--- config.mk ---
export PLATFORM = sky130hd
export DESIGN_NAME = ofdm_symbol_mapper_ctrl
export DESIGN_NICKNAME = d
export VERILOG_FILES = /design/src/rtl/ofdm_symbol_mapper_ctrl.sv
export SDC_FILE = /design/constraint.sdc
export NUM_CORES = 1
export LEC_CHECK = 0
export CAP_MARGIN = 20
export CORE_ASPECT_RATIO = 2
export CORE_MARGIN = 2
export CORE_UTILIZATION = 41
export CTS_CLUSTER_SIZE = 30
export DETAILED_ROUTE_END_ITERATION = 8
export GPL_TIMING_DRIVEN = 0
export PLACE_DENSITY = 0.86
export REMOVE_ABC_BUFFERS = 1
export SYNTH_ARGS = -nofsm -noshare
export SYNTH_HDL_FRONTEND = slang
export SYNTH_SLANG_ARGS = --single-unit
--- constraint.sdc ---
create_clock -name clk -period 4.1 [get_ports clk]
set_input_delay 0.82 -clock clk [delete_from_list [all_inputs] [get_ports clk]]
set_output_delay 0.82 -clock clk [all_outputs]
set_load 0.05 [all_outputs]
--- src/rtl/ofdm_symbol_mapper_ctrl.sv ---
// OFDM symbol mapper controller.
// Walks the bins k = 0..N_FFT-1 of one symbol in IFFT order. Each bin is one of:
//   - a null (DC or upper guard)
//   - a pilot (fixed level)
//   - a data bin, taken from the external combinational modulator
// Bins are emitted through a single output register slot.
//
// Handshake rule for both ports: a transfer happens on a rising clk edge where
// valid and ready are both high. A source never withdraws valid or changes its
// payload while valid is high and ready is low.
//
// dbg_state exposes the FSM state (0=IDLE, 1=MAP, 2=DRAIN).
module ofdm_symbol_mapper_ctrl #(
  parameter int MAX_BIT_ORDER = 6,
  parameter int DATA_W        = 12,
  parameter int N_FFT         = 64,
  parameter int N_ACTIVE      = 52,
  parameter int PILOT_SPACING = 13,
  parameter int PILOT_LEVEL   = 1200
) (
  input  logic                     clk,
  input  logic                     rst_n,
  input  logic                     start,
  input  logic [2:0]               bit_order,
  input  logic [MAX_BIT_ORDER-1:0] s_bits,
  input  logic                     s_valid,
  output logic                     s_ready,
  output logic [MAX_BIT_ORDER-1:0] mod_bits,
  input  logic [DATA_W-1:0]        mod_i,
  input  logic [DATA_W-1:0]        mod_q,
  output logic [DATA_W-1:0]        m_i,
  output logic [DATA_W-1:0]        m_q,
  output logic [$clog2(N_FFT)-1:0] m_idx,
  output logic                     m_valid,
  input  logic                     m_ready,
  output logic                     m_last,
  output logic                     busy,
  output logic                     cfg_err,
  output logic [1:0]               dbg_state
);

  localparam int KW = $clog2(N_FFT);

  typedef enum logic [1:0] {
    S_IDLE  = 2'd0,
    S_MAP   = 2'd1,
    S_DRAIN = 2'd2
  } state_e;

  state_e              state_q, state_d;
  logic [KW-1:0]       k_q, k_d;
  logic [2:0]          order_q, order_d;
  logic [DATA_W-1:0]   m_i_q, m_i_d;
  logic [DATA_W-1:0]   m_q_q, m_q_d;
  logic [KW-1:0]       m_idx_q, m_idx_d;
  logic                m_valid_q, m_valid_d;
  logic                m_last_q, m_last_d;
  logic                busy_q, busy_d;
  logic                cfg_err_q, cfg_err_d;

  logic                slot_free;
  logic                is_null;
  logic                is_pilot;
  logic                is_data;
  logic                is_last_k;
  logic                order_ok;
  logic                order_bpsk;
  logic [31:0]         k_ext;

  // Bin classification of the current k, plus output-slot availability.
  always_comb begin
    k_ext      = 32'(k_q);
    is_null    = (k_ext == 32'd0) || (k_ext > 32'(N_ACTIVE));
    is_pilot   = !is_null && (((k_ext - 32'd1) % 32'(PILOT_SPACING)) == 32'd0);
    is_data    = !is_null && !is_pilot;
    is_last_k  = (k_q == KW'(N_FFT - 1));
    slot_free  = !m_valid_q || m_ready;
    order_ok   = (bit_order == 3'd1) || (bit_order == 3'd2);
    order_bpsk = (order_q == 3'd1);
  end

  // Modulator drive: BPSK repeats bit 0 onto bit 1 so the modulator sees a
  // symmetric constellation point.
  always_comb begin
    mod_bits = s_bits;
    if (order_bpsk) begin
      mod_bits[1] = s_bits[0];
    end
  end

  // Next-state, bin loading and status logic.
  always_comb begin
    state_d   = state_q;
    k_d       = k_q;
    order_d   = order_q;
    m_i_d     = m_i_q;
    m_q_d     = m_q_q;
    m_idx_d   = m_idx_q;
    m_valid_d = m_valid_q;
    m_last_d  = m_last_q;
    busy_d    = busy_q;
    cfg_err_d = 1'b0;

    // A free slot empties unless a new bin is loaded below.
    if (slot_free) begin
      m_valid_d = 1'b0;
      m_last_d  = 1'b0;
    end

    case (state_q)
      S_IDLE: begin
        if (start) begin
          if (order_ok) begin
            order_d = bit_order;
            k_d     = '0;
            busy_d  = 1'b1;
            state_d = S_MAP;
          end else begin
            cfg_err_d = 1'b1;
          end
        end
      end

      S_MAP: begin
        // Null/pilot bins load whenever the slot is free. Data bins also need
        // an upstream bit group.
        if (slot_free && (!is_data || s_valid)) begin
          m_valid_d = 1'b1;
          m_idx_d   = k_q;
          m_last_d  = is_last_k;
          if (is_null) begin
            m_i_d = '0;
            m_q_d = '0;
          end else if (is_pilot) begin
            m_i_d = DATA_W'(PILOT_LEVEL);
            m_q_d = '0;
          end else begin
            m_i_d = mod_i;
            m_q_d = order_bpsk ? '0 : mod_q;
          end
          if (is_last_k) begin
            state_d = S_DRAIN;
          end else begin
            k_d = k_q + KW'(1);
          end
        end
      end

      S_DRAIN: begin
        // The slot holds the m_last bin. Finish once it is accepted.
        if (m_ready) begin
          busy_d  = 1'b0;
          state_d = S_IDLE;
        end
      end

      default: begin
        state_d = S_IDLE;
      end
    endcase
  end

  // State and output registers with synchronous active-low reset.
  always_ff @(posedge clk) begin
    if (!rst_n) begin
      state_q   <= S_IDLE;
      k_q       <= '0;
      order_q   <= '0;
      m_i_q     <= '0;
      m_q_q     <= '0;
      m_idx_q   <= '0;
      m_valid_q <= 1'b0;
      m_last_q  <= 1'b0;
      busy_q    <= 1'b0;
      cfg_err_q <= 1'b0;
    end else begin
      state_q   <= state_d;
      k_q       <= k_d;
      order_q   <= order_d;
      m_i_q     <= m_i_d;
      m_q_q     <= m_q_d;
      m_idx_q   <= m_idx_d;
      m_valid_q <= m_valid_d;
      m_last_q  <= m_last_d;
      busy_q    <= busy_d;
      cfg_err_q <= cfg_err_d;
    end
  end

  assign s_ready   = (state_q == S_MAP) && is_data && slot_free;
  assign m_i       = m_i_q;
  assign m_q       = m_q_q;
  assign m_idx     = m_idx_q;
  assign m_valid   = m_valid_q;
  assign m_last    = m_last_q;
  assign busy      = busy_q;
  assign cfg_err   = cfg_err_q;
  assign dbg_state = state_q;

endmodule

# After elaboration in Yosys (flattened, before gate mapping)
# Index checks and enable logic that the tools add are counted.
dict set report word_totals {
  output_inout_bits 43
  register_bits 45
}
dict set report classes {
  n_lt_le_gt_ge 1
  add_sub_neg 2
  reduce_logical 24
  n_eq_ne 12
  n_div 1
  n_mux 28
}
# operator n
set op_table {}
lappend op_table {{$mux 12} 5}
lappend op_table {{$logic_not 32->1} 1}
lappend op_table {{$mod 32x4->32 const B} 1}
lappend op_table {{$mux 6} 4}
lappend op_table {{$ne 2x2->1 const B} 6}
lappend op_table {{$pmux 6 s2} 1}
lappend op_table {{$mux 1} 11}
lappend op_table {{$mux 2} 5}
lappend op_table {{$reduce_and 5->1} 2}
lappend op_table {{$sub 6x1->7 const B} 1}
lappend op_table {{$add 6x1->6 const B} 1}
lappend op_table {{$eq 3x1->1 const B} 2}
lappend op_table {{$eq 6x6->1 const B} 1}
lappend op_table {{$gt 6x6->1 const B} 1}
lappend op_table {{$logic_not 6->1} 1}
lappend op_table {{$pmux 2 s3} 1}
lappend op_table {{$reduce_and 3->1} 2}
lappend op_table {{$logic_and 1x1->1} 5}
lappend op_table {{$logic_not 1->1} 4}
lappend op_table {{$logic_or 1x1->1} 4}
lappend op_table {{$reduce_and 4->1} 1}
lappend op_table {{$reduce_bool 2->1} 2}
lappend op_table {{$eq 3x2->1 const B} 1}
lappend op_table {{$eq 2x1->1 const B} 1}
lappend op_table {{4 further kinds} 4}

# Depth between registers and ports, before layout
# Gate-level depths: netlist of run 1.
dict set report depth {
  depth_word 11
  depth_mapped 20
  ltp_nobuf 17
}

# Least setup slack after synthesis of run 1
# No wires, ideal clock.
dict set report synth_path {
  path_kind {reg-to-output}
  start {reg k_q[0]}
  end {out s_ready}
  n_path_buf 2
  required_time_ps 3280
  setup_slack_ps -673
  arrival_time_ps 3953
  stages_incl_launch_ff 16
  cell_sequence {dfxtp_1 -> clkbuf_1 -> inv_1 -> ha_1 -> buf_2 -> o21bai_1 -> o21ai_0 -> a21oi_1 -> o21ai_0 -> o21ai_0 -> o21a_1 -> ha_1 -> or3_1 -> a211oi_1 -> a211oi_2 -> nor3_1}
}
dict set report synth_between {
  elab_chain_len 8
  elab_cells_between_ends 12
}
# item line_no
set synth_rtl {}
lappend synth_rtl {{start: declaration} 51} ;# logic [KW-1:0] k_q, k_d;
lappend synth_rtl {{start signal: assignment} 178} ;# k_q <= k_d;
lappend synth_rtl {{$sub 6x1->7, or another cell as far along} 74} ;# is_pilot = !is_null && (((k_ext - 32'd1) % 32'(PILOT_SPACING)) == 32'd0);
lappend synth_rtl {{$mod 32x4->32 or $logic_or 1x1->1 (tied branches)} {74, 73}}
lappend synth_rtl {{$logic_not 32->1 or $logic_not 1->1 (tied branches)} {74, 75}}
lappend synth_rtl {{$logic_and 1x1->1} 74}
lappend synth_rtl {{$logic_not 1->1} 75} ;# is_data = !is_null && !is_pilot;
lappend synth_rtl {{$logic_and 1x1->1 *} 75}
lappend synth_rtl {{$logic_and 1x1->1 * (2 in a row)} 190} ;# assign s_ready = (state_q == S_MAP) && is_data && slot_free;
lappend synth_rtl {{end: declaration} 27} ;# output logic s_ready,
# Every way passes the cells marked *; elsewhere a longest branch is shown, timed or not.

# Worst setup path in the final report of run 1
# Ends and elaborated chain as after synthesis.

==> run summary, run 1 <==
The flow ran to the end, but the final reports show violations. The final reports fail on setup timing. The total track usage was 0.2153; the ratio of total power to cell area was 322.4 nW/um^2.

The run gives 0 as the residual antenna-violating net count after detailed routing. Once placement finished, the instance area stood at 3017 sq um. The die width was 57.53 um. The wire length per cell after detailed routing works out to 18.00 um. The capture instance of the worst register-to-register path is m_q[8].

The final count of pins violating max slew came out at 0. The met3 layer usage reported by global route came out at 0.05834. Summing every instance area after synthesis gives 2350 sq um. In this run the worst path has a maximum fanout of 7. In this run, the number of DRC markers left after iteration 0 of detailed routing was 96. The worst setup path is launched from a flop. Max-cap violations in this run came to 0. The initial core utilization was 0.4187; the count of mapped cells out of synthesis was 264. In this run the most used layer during global routing was met2. The worst setup path endpoint is s_ready. At the worst endpoint, the required time is 3.28 ns.

The floorplan has 39 rows. The final-stage net count was 378; the worst-skew pair later-pin latency was 0.28 ns. Type of the tightest min-delay check: flop to flop. 0 antenna diodes ended up in the layout. The tools report the hold buffer count at CTS as 0. The finished layout holds 396 standard cells, fillers aside. The global routing met2 resource utilization came out at 0.3386. The H-tree was split into 2 levels. The tools report the critical register-to-register path startpoint as k_q[0].

The post-placement cell count was 375. Entering global routing, the biggest net connects 24 pins. The routing usage on met1 was 0.2677; the count of flip-flops with a built-in enable after synthesis was 0. The tools report the maximum vdd ir drop as 0.0004136 V.

The tree is rooted in a sky130_fd_sc_hd__clkbuf_16. Yosys printed 0 warnings. The share of the core filled with cells is 0.6094, and the count of endpoints failing hold in the final timing report is 0. Clock-pin slew was measured on the worst setup and hold paths at 0.06 ns.

At the pin with the least slew margin, the transition time is 0.8667 ns. The part of the cycle the worst path needs was 1.009; the number of port buffers was 72. For this design the static power due to leakage is 1.280 nW.

For the finished layout, the period the worst path requires is 4.136 ns. The run gives 2417 as the overall via count from detail_route. The tools report the number of antenna violations at the first check in global routing as 0.

The tightest hold path in the finished design has a slack of 0.4648 ns. 81 I/O pins were placed. The number of flip-flops and latches in the synthesized netlist was 45; the slack of the critical path was -0.03585 ns. TritonCTS built the clock tree. The setup check on the worst reg-to-reg path leaves a slack of 0.21 ns. The proportion of synthesized chip area in sequential cells is 0.3834. The first global-routing pass estimated 11160 um of wire.

No sink is reached through more buffers than the 2 on the longest clock path. Share of async-settable or async-resettable flops after synthesis: 0. The logs give 45 for the count of clock tree sinks and 0.9057 for the final RePlAce weighted congestion. The total of endpoints with negative setup slack in the final report is 1, and the DRC violations left is 0.

The first detailed-routing pass took 4 iterations. Data on the critical path arrives at its endpoint at 3.32 ns. The aggregate routed wire length is 7127 um. The category of the critical setup timing path is flop to output pin. The tools report the number of global-route vias before repair as 2425. Primary flip-flop cell chosen by synthesis mapping: sky130_fd_sc_hd__dfxtp_1. In this run, CTS created clock tree buffers numbering 5. The fraction of final layout cells sized beyond drive strength 1 is 0.1642.

In this run the worst setup path begins at k_q[0]. The floorplan die area is 6389 sq um. Setup repair after global routing could not meet its margin everywhere.

The post-route standard cell area excluding fillers is 3420 sq um, and the chip height is 111.1 um. Measured in cells, the most critical reg-to-reg path has a length of 16. The critical path capture point type is an output pin. In the routed layout, each cell is associated on average with a via count of 6.104. The mean cell area of the mapped netlist is 8.901 sq um, and the synthesis-to-finish area growth is 45.53%. The total overflow left after global routing is 0. The logs give 5612 sq um for the placeable core area and 0.004674 ns for the final setup skew. Timing would allow up to 241.8 MHz. The max-slew headroom at the worst pin was 0.4214. The netlist uses 56 different library cells. The wire-length estimate of the detail-placed layout is 4407 um.
-- flip-flops by register name, indices dropped and copies added (netlist names) --
name and flops:
m_q 12, m_i 12, dbg_state 2, cfg_err 1, m_last 1, m_valid 1
m_idx 6, busy 1, k_q 6, order_q 3
-- power by group --
| part | switching [W] | internal, W |
|---|---|---|
| registers | 0.00000533 | 0.000444 |
| clock network | 0.000161 | 0.000348 |
| logic | 0.0000790 | 0.0000653 |
| total | 0.000245 | 0.000857 |
-- how the worst min path moves through the flow --
stage | from | endpoint | slack, ns | cells after the start
floorplan | order_q[1] | order_q[1] | 0.44 | 2
global placement | order_q[1] | order_q[1] | 0.45 | 2
detailed placement | m_i[11] | m_i[11] | 0.46 | 1
CTS | order_q[1] | order_q[1] | 0.47 | 2
global route | m_q[7] | m_q[7] | 0.50 | 1
finish | order_q[1] | order_q[1] | 0.46 | 2
-- repair_timing --
item                                    CTS  global route
endpoints found under the setup margin   41            22
pin swaps                                 7             5
gates cloned                              0             0
resized for setup                        27            16
buffers inserted                          8             5
-- through the flow --
step / setup TNS [ns] / setup slack [ns] / power [W]
after detailed placement: -33.19 / -1.265 / 0.0005959
after global placement: -24.13 / -1.084 / 0.0005923
after CTS: 0 / 0.005669 / 0.001103
after floorplan: -3.352 / -0.5724 / 0.0005316
after global routing: -0.1503 / -0.1475 / 0.001140
final: -0.03585 / -0.03585 / 0.001102
-- Yosys cell counts, types with 4 or more instances --
library cell | instances | area [sq um]
sky130_fd_sc_hd__dfxtp_1 | 45 | 900.9
sky130_fd_sc_hd__a22o_1 | 20 | 175.2
sky130_fd_sc_hd__nor2_1 | 20 | 75.07
sky130_fd_sc_hd__nand2_1 | 19 | 71.32
sky130_fd_sc_hd__a21oi_1 | 12 | 60.06
sky130_fd_sc_hd__o21ai_0 | 11 | 55.05
sky130_fd_sc_hd__clkbuf_1 | 9 | 33.78
sky130_fd_sc_hd__mux2i_1 | 9 | 90.09
sky130_fd_sc_hd__nand3_1 | 8 | 40.04
sky130_fd_sc_hd__ha_1 | 6 | 75.07
sky130_fd_sc_hd__inv_1 | 6 | 22.52
sky130_fd_sc_hd__or3_1 | 6 | 37.54
sky130_fd_sc_hd__buf_2 | 5 | 25.02
sky130_fd_sc_hd__buf_4 | 5 | 37.54
sky130_fd_sc_hd__o211ai_1 | 5 | 37.54
sky130_fd_sc_hd__a211oi_1 | 4 | 30.03
sky130_fd_sc_hd__nor2b_1 | 4 | 25.02
sky130_fd_sc_hd__nor3_1 | 4 | 20.02
sky130_fd_sc_hd__o21bai_1 | 4 | 30.03
sky130_fd_sc_hd__o221a_2 | 4 | 45.04
sky130_fd_sc_hd__o22ai_1 | 4 | 25.02
sky130_fd_sc_hd__or4_1 | 4 | 30.03
-- cell type report --
cell class	instances	area, sq um
Fill cell	458	2192
Inverter	8	32.53
Timing Repair Buffer	85	835.8
Clock inverter	3	65.06
Clock buffer	5	125.1
Tap cell	61	76.32
Multi-Input combinational cell	189	1370
Sequential cell	45	914.6
-- worst max-delay path, stage by stage, from the launching register on --
cell and delay (ns):
sky130_fd_sc_hd__dfxtp_4 0.36, sky130_fd_sc_hd__buf_12 0.14, sky130_fd_sc_hd__or3_4 0.37, sky130_fd_sc_hd__o21ai_2 0.08
sky130_fd_sc_hd__a21oi_2 0.07, sky130_fd_sc_hd__o21ai_1 0.13, sky130_fd_sc_hd__o21ai_1 0.08, sky130_fd_sc_hd__o21a_1 0.19
sky130_fd_sc_hd__ha_4 0.29, sky130_fd_sc_hd__nand2_2 0.05, sky130_fd_sc_hd__or4_4 0.41, sky130_fd_sc_hd__a21oi_2 0.14
sky130_fd_sc_hd__a211oi_2 0.06, sky130_fd_sc_hd__a211oi_2 0.36, sky130_fd_sc_hd__nor3_1 0.09, sky130_fd_sc_hd__buf_4 0.22
-- cell families (layout without fill, tap and decap cells) --
family          Yosys count  count (layout)  synth area share
buf+inv                  30             101           0.06815
mux                      10              10           0.04313
simple gates             81              81            0.1789
compound gates           88              88            0.2764
fa+ha+maj                 6               6           0.03195
flops                    45              45            0.3834
xor+xnor                  4               4           0.01811
-- per-layer routing --
layer | share of wire | up-vias
met3 | 0.078 | 24
met1 | 0.39 | 1132
met5 | 0 | -
met4 | 0.031 | 0
met2 | 0.50 | 148
li1 | - | 1113
-- cell usage in the layout (no fill, tap or decap), types with 3 or more instances in the layout --
master	synthesis	layout
sky130_fd_sc_hd__a211oi_2	1	3
sky130_fd_sc_hd__a21oi_1	12	10
sky130_fd_sc_hd__a22o_1	20	20
sky130_fd_sc_hd__a31oi_1	3	3
sky130_fd_sc_hd__buf_4	5	12
sky130_fd_sc_hd__clkbuf_16	0	5
sky130_fd_sc_hd__clkdlybuf4s50_1	0	71
sky130_fd_sc_hd__dfxtp_1	45	40
sky130_fd_sc_hd__dfxtp_4	0	3
sky130_fd_sc_hd__ha_1	6	4
sky130_fd_sc_hd__inv_1	6	4
sky130_fd_sc_hd__mux2i_1	9	9
sky130_fd_sc_hd__nand2_1	19	18
sky130_fd_sc_hd__nand2b_1	3	3
sky130_fd_sc_hd__nand3_1	8	8
sky130_fd_sc_hd__nor2_1	20	20
sky130_fd_sc_hd__nor2b_1	4	4
sky130_fd_sc_hd__nor3_1	4	4
sky130_fd_sc_hd__o211ai_1	5	5
sky130_fd_sc_hd__o21ai_0	11	8
sky130_fd_sc_hd__o21ai_1	2	3
sky130_fd_sc_hd__o21bai_1	4	3
sky130_fd_sc_hd__o221a_2	4	4
sky130_fd_sc_hd__o22ai_1	4	4
sky130_fd_sc_hd__o32ai_1	3	3
sky130_fd_sc_hd__or3_1	6	5
sky130_fd_sc_hd__or4_1	4	3
(Power assumes the default switching activity.)
==> inputs of run 2 (changes only) <==
- ABC_CLOCK_PERIOD_IN_PS: unset -> 4100
==> results of run 2 <==
Same layout as run 1: the final DEF is identical, and so are final timing and power.
==> inputs of run 3 (changes only) <==
- SETUP_SLACK_MARGIN: unset -> 0.05
==> run 3 against run 2 <==
Net effect: the flow still finishes with violations (setup timing); sequential share of layout area about the same; hold slack got worse by 0.0014 ns; cell count unchanged; routed wire length decreased by 1.6%; utilization about the same; count of clock-buffer cells in the layout unchanged; largest power group unchanged.
==> run summary, run 3 (synthesized netlist as in run 1, its figures left out) <==
The worst setup path is of the flop to output pin kind. Clock tree synthesis selected as its root buffer the cell sky130_fd_sc_hd__clkbuf_16. STA classifies the critical path startpoint as a flop. The run gives 0 (unchanged) as the final count of pins violating max slew. The logs give 0.9057 (unchanged) for the final RePlAce weighted congestion and 0 (unchanged) for the DRC violations left. Most common cell after layout, fill and taps aside: sky130_fd_sc_hd__clkdlybuf4s50_1. The overall via count from detail_route is 2377 (-1.7%). The sum of net half-perimeters after detailed placement is 4407 um (unchanged). Fraction of final layout cells sized beyond drive strength 1: 0.1672 (+0.002985). The total of endpoints with negative setup slack in the final report is 1 (unchanged), and the critical path data arrival time is 3.30 ns (-0.02 ns). In the layout the commonest cells are sky130_fd_sc_hd__clkdlybuf4s50_1 (71), sky130_fd_sc_hd__dfxtp_1 (40), sky130_fd_sc_hd__nor2_1 (20), sky130_fd_sc_hd__a22o_1 (20), sky130_fd_sc_hd__nand2_1 (18). The transition at the pin with the smallest max-transition slack is 0.8650 ns (-0.001636 ns). The total congestion overflow after global routing was 0 (unchanged); the number of iterations in the first detailed-routing pass was 4 (unchanged). The floorplan die area was 6389 sq um (unchanged); the number of antenna violations at the first check in global routing was 0 (unchanged).

The final critical-path required period is 4.124 ns (-0.01146 ns), and the number of port buffers is 72 (unchanged). The maximum count of clock buffers along a single path was 2 (unchanged); the aggregate routed wire length was 7010 um (-1.6%). The checks that failed: setup timing. The layout filler cell count was 454 (-0.87%); the largest net degree at the start of global routing was 24 (unchanged). The max-slew headroom at the worst pin was 0.4225 (+0.001092); the detailed router's first-iteration violation count was 121 (+26%). TritonCTS built the clock tree. The post-place instance area is 3017 sq um (unchanged). The number of clock buffers inserted by TritonCTS came out at 5 (unchanged). The logs give 0.0004122 V (-0.33%) for the maximum vdd ir drop and 0.4187 (unchanged) for the initial core utilization.

The run gives 2424 (-0.041%) as the number of global-route vias before repair. The type of the tightest min-delay check is flop to flop. The die width came out at 57.53 um (unchanged). For the number of max-capacitance violations reported, the log shows 0 (unchanged).

For the post-route standard cell area excluding fillers, the log shows 3418 sq um (about the same). The wire length per cell after detailed routing is 17.70 um (-1.6%). The run gives 0.2151 (-0.0002325) as the total track usage. Setup repair after global routing could not meet its margin everywhere. The synthesis-to-finish area growth is 45.47% (about the same).

For the deepest level of the CTS H-tree, the log shows 2 (unchanged). Via density per instance: 6.003 (-1.7%). The placeable core area was 5612 sq um (unchanged).

Setup TNS: -0.02438 ns (+0.01146 ns). The final-stage net count came out at 378 (unchanged). The clock slew seen by the registers of the worst setup and hold paths was 0.06 ns (about the same); the count of endpoints failing hold in the final timing report was 0 (unchanged). The run gives -0.02438 ns (+0.01146 ns) as the slack of the critical path. The required time at the endpoint of the critical path is 3.28 ns (about the same), and the total leakage power is 1.279 nW (-0.11%).

The ratio of total power to cell area is 321.5 nW/um^2 (-0.27%), and the number of standard-cell rows in the floorplan is 39 (unchanged). Worst-path maximum fanout: 8 (+1). The global-route wire length before repair was 11160 um (about the same). The run finished, with violations left. Final setup skew: 0.004361 ns (-0.0003132 ns). STA classifies the critical path endpoint as an output pin. The part of the cycle the worst path needs was 1.006 (-0.002796); the worst-skew pair later-pin latency was 0.28 ns (about the same). The chip height is 111.1 um (unchanged). The total I/O pin count was 81 (unchanged); the total inserted antenna cells was 0 (unchanged). The logs give 45 (unchanged) for the count of clock tree sinks and 242.5 MHz (+0.28%) for the fmax.

The post-route total power came out at 0.001099 W (-0.31%). The run gives 0 (unchanged) as the residual antenna-violating net count after detailed routing.
## run 3: where the power goes
group / switching (W) / leakage [nW] / total, W / internal, W
combinational: 0.0000788 / 0.818 / 0.000144 / 0.0000653
clock: 0.000158 / 0.0938 / 0.000506 / 0.000348
sequential: 0.00000530 / 0.367 / 0.000449 / 0.000444
## run 3: repair_timing
item                                   CTS  global route
setup endpoints to repair               41            22
buffers inserted                         8             5
pin swaps                                7             5
hold buffers                             0             0
resized for setup                       28            15
endpoints found under the hold margin    0             0
## run 3: layout make-up
| class | instances | area [sq um] | share of cell area |
|---|---|---|---|
| sequential | 45 | 914.6 | 0.2676 |
| inverter | 8 | 30.03 | 0.008785 |
| timing repair buffer | 85 | 835.8 | 0.2445 |
| clock buffer | 5 | 125.1 | 0.03660 |
| multi-input combinational | 189 | 1371 | 0.4012 |
| clock inverter | 3 | 65.06 | 0.01903 |
| tap | 61 | 76.32 | 0.02233 |
## run 3: worst paths after layout
kind | start | to | slack, ns | cells after the start
max | k_q[0] | s_ready | -0.02 | 15
min | order_q[1] | order_q[1] | 0.46 | 2
max reg2reg | k_q[0] | k_q[3] | 0.24 | 17
min reg2reg | order_q[1] | order_q[1] | 0.46 | 2
## run 3: layer usage
metal,GRT usage,vias up,wire (um)
li1,-,1114,-
met1,0.2670,1102,2756
met2,0.3386,132,3477
met3,0.05834,29,552
met4,0.09767,0,223
met5,0,-,0
## run 3: through the flow
| step | cells | hold WS [ns] | util | setup WS (ns) |
|---|---|---|---|---|
| 5_1_grt | 396 | 0.4992 | 0.6091 | -0.1423 |
| 2_1_floorplan | 242 | 0.4365 | - | -0.5724 |
| 6_report | 396 | 0.4634 | 0.6091 | -0.02438 |
| 4_1_cts | 391 | 0.4650 | 0.5926 | 0.03982 |
| 3_3_place_gp | 375 | 0.4477 | 0.5376 | -1.084 |
| 3_5_place_dp | 375 | 0.4566 | 0.5376 | -1.265 |
## run 3: worst max-delay path, stage by stage, from the launching register on
cell and delay [ns]:
sky130_fd_sc_hd__dfxtp_4 0.36, sky130_fd_sc_hd__buf_12 0.13, sky130_fd_sc_hd__or3_4 0.37, sky130_fd_sc_hd__o21ai_2 0.07, sky130_fd_sc_hd__a21oi_2 0.07, sky130_fd_sc_hd__o21ai_1 0.13
sky130_fd_sc_hd__o21ai_1 0.08, sky130_fd_sc_hd__o21a_1 0.19, sky130_fd_sc_hd__ha_4 0.29, sky130_fd_sc_hd__nand2_2 0.05, sky130_fd_sc_hd__or4_4 0.41, sky130_fd_sc_hd__a21oi_2 0.15
sky130_fd_sc_hd__a211oi_2 0.06, sky130_fd_sc_hd__a211oi_2 0.35, sky130_fd_sc_hd__nor3_1 0.09, sky130_fd_sc_hd__buf_4 0.22
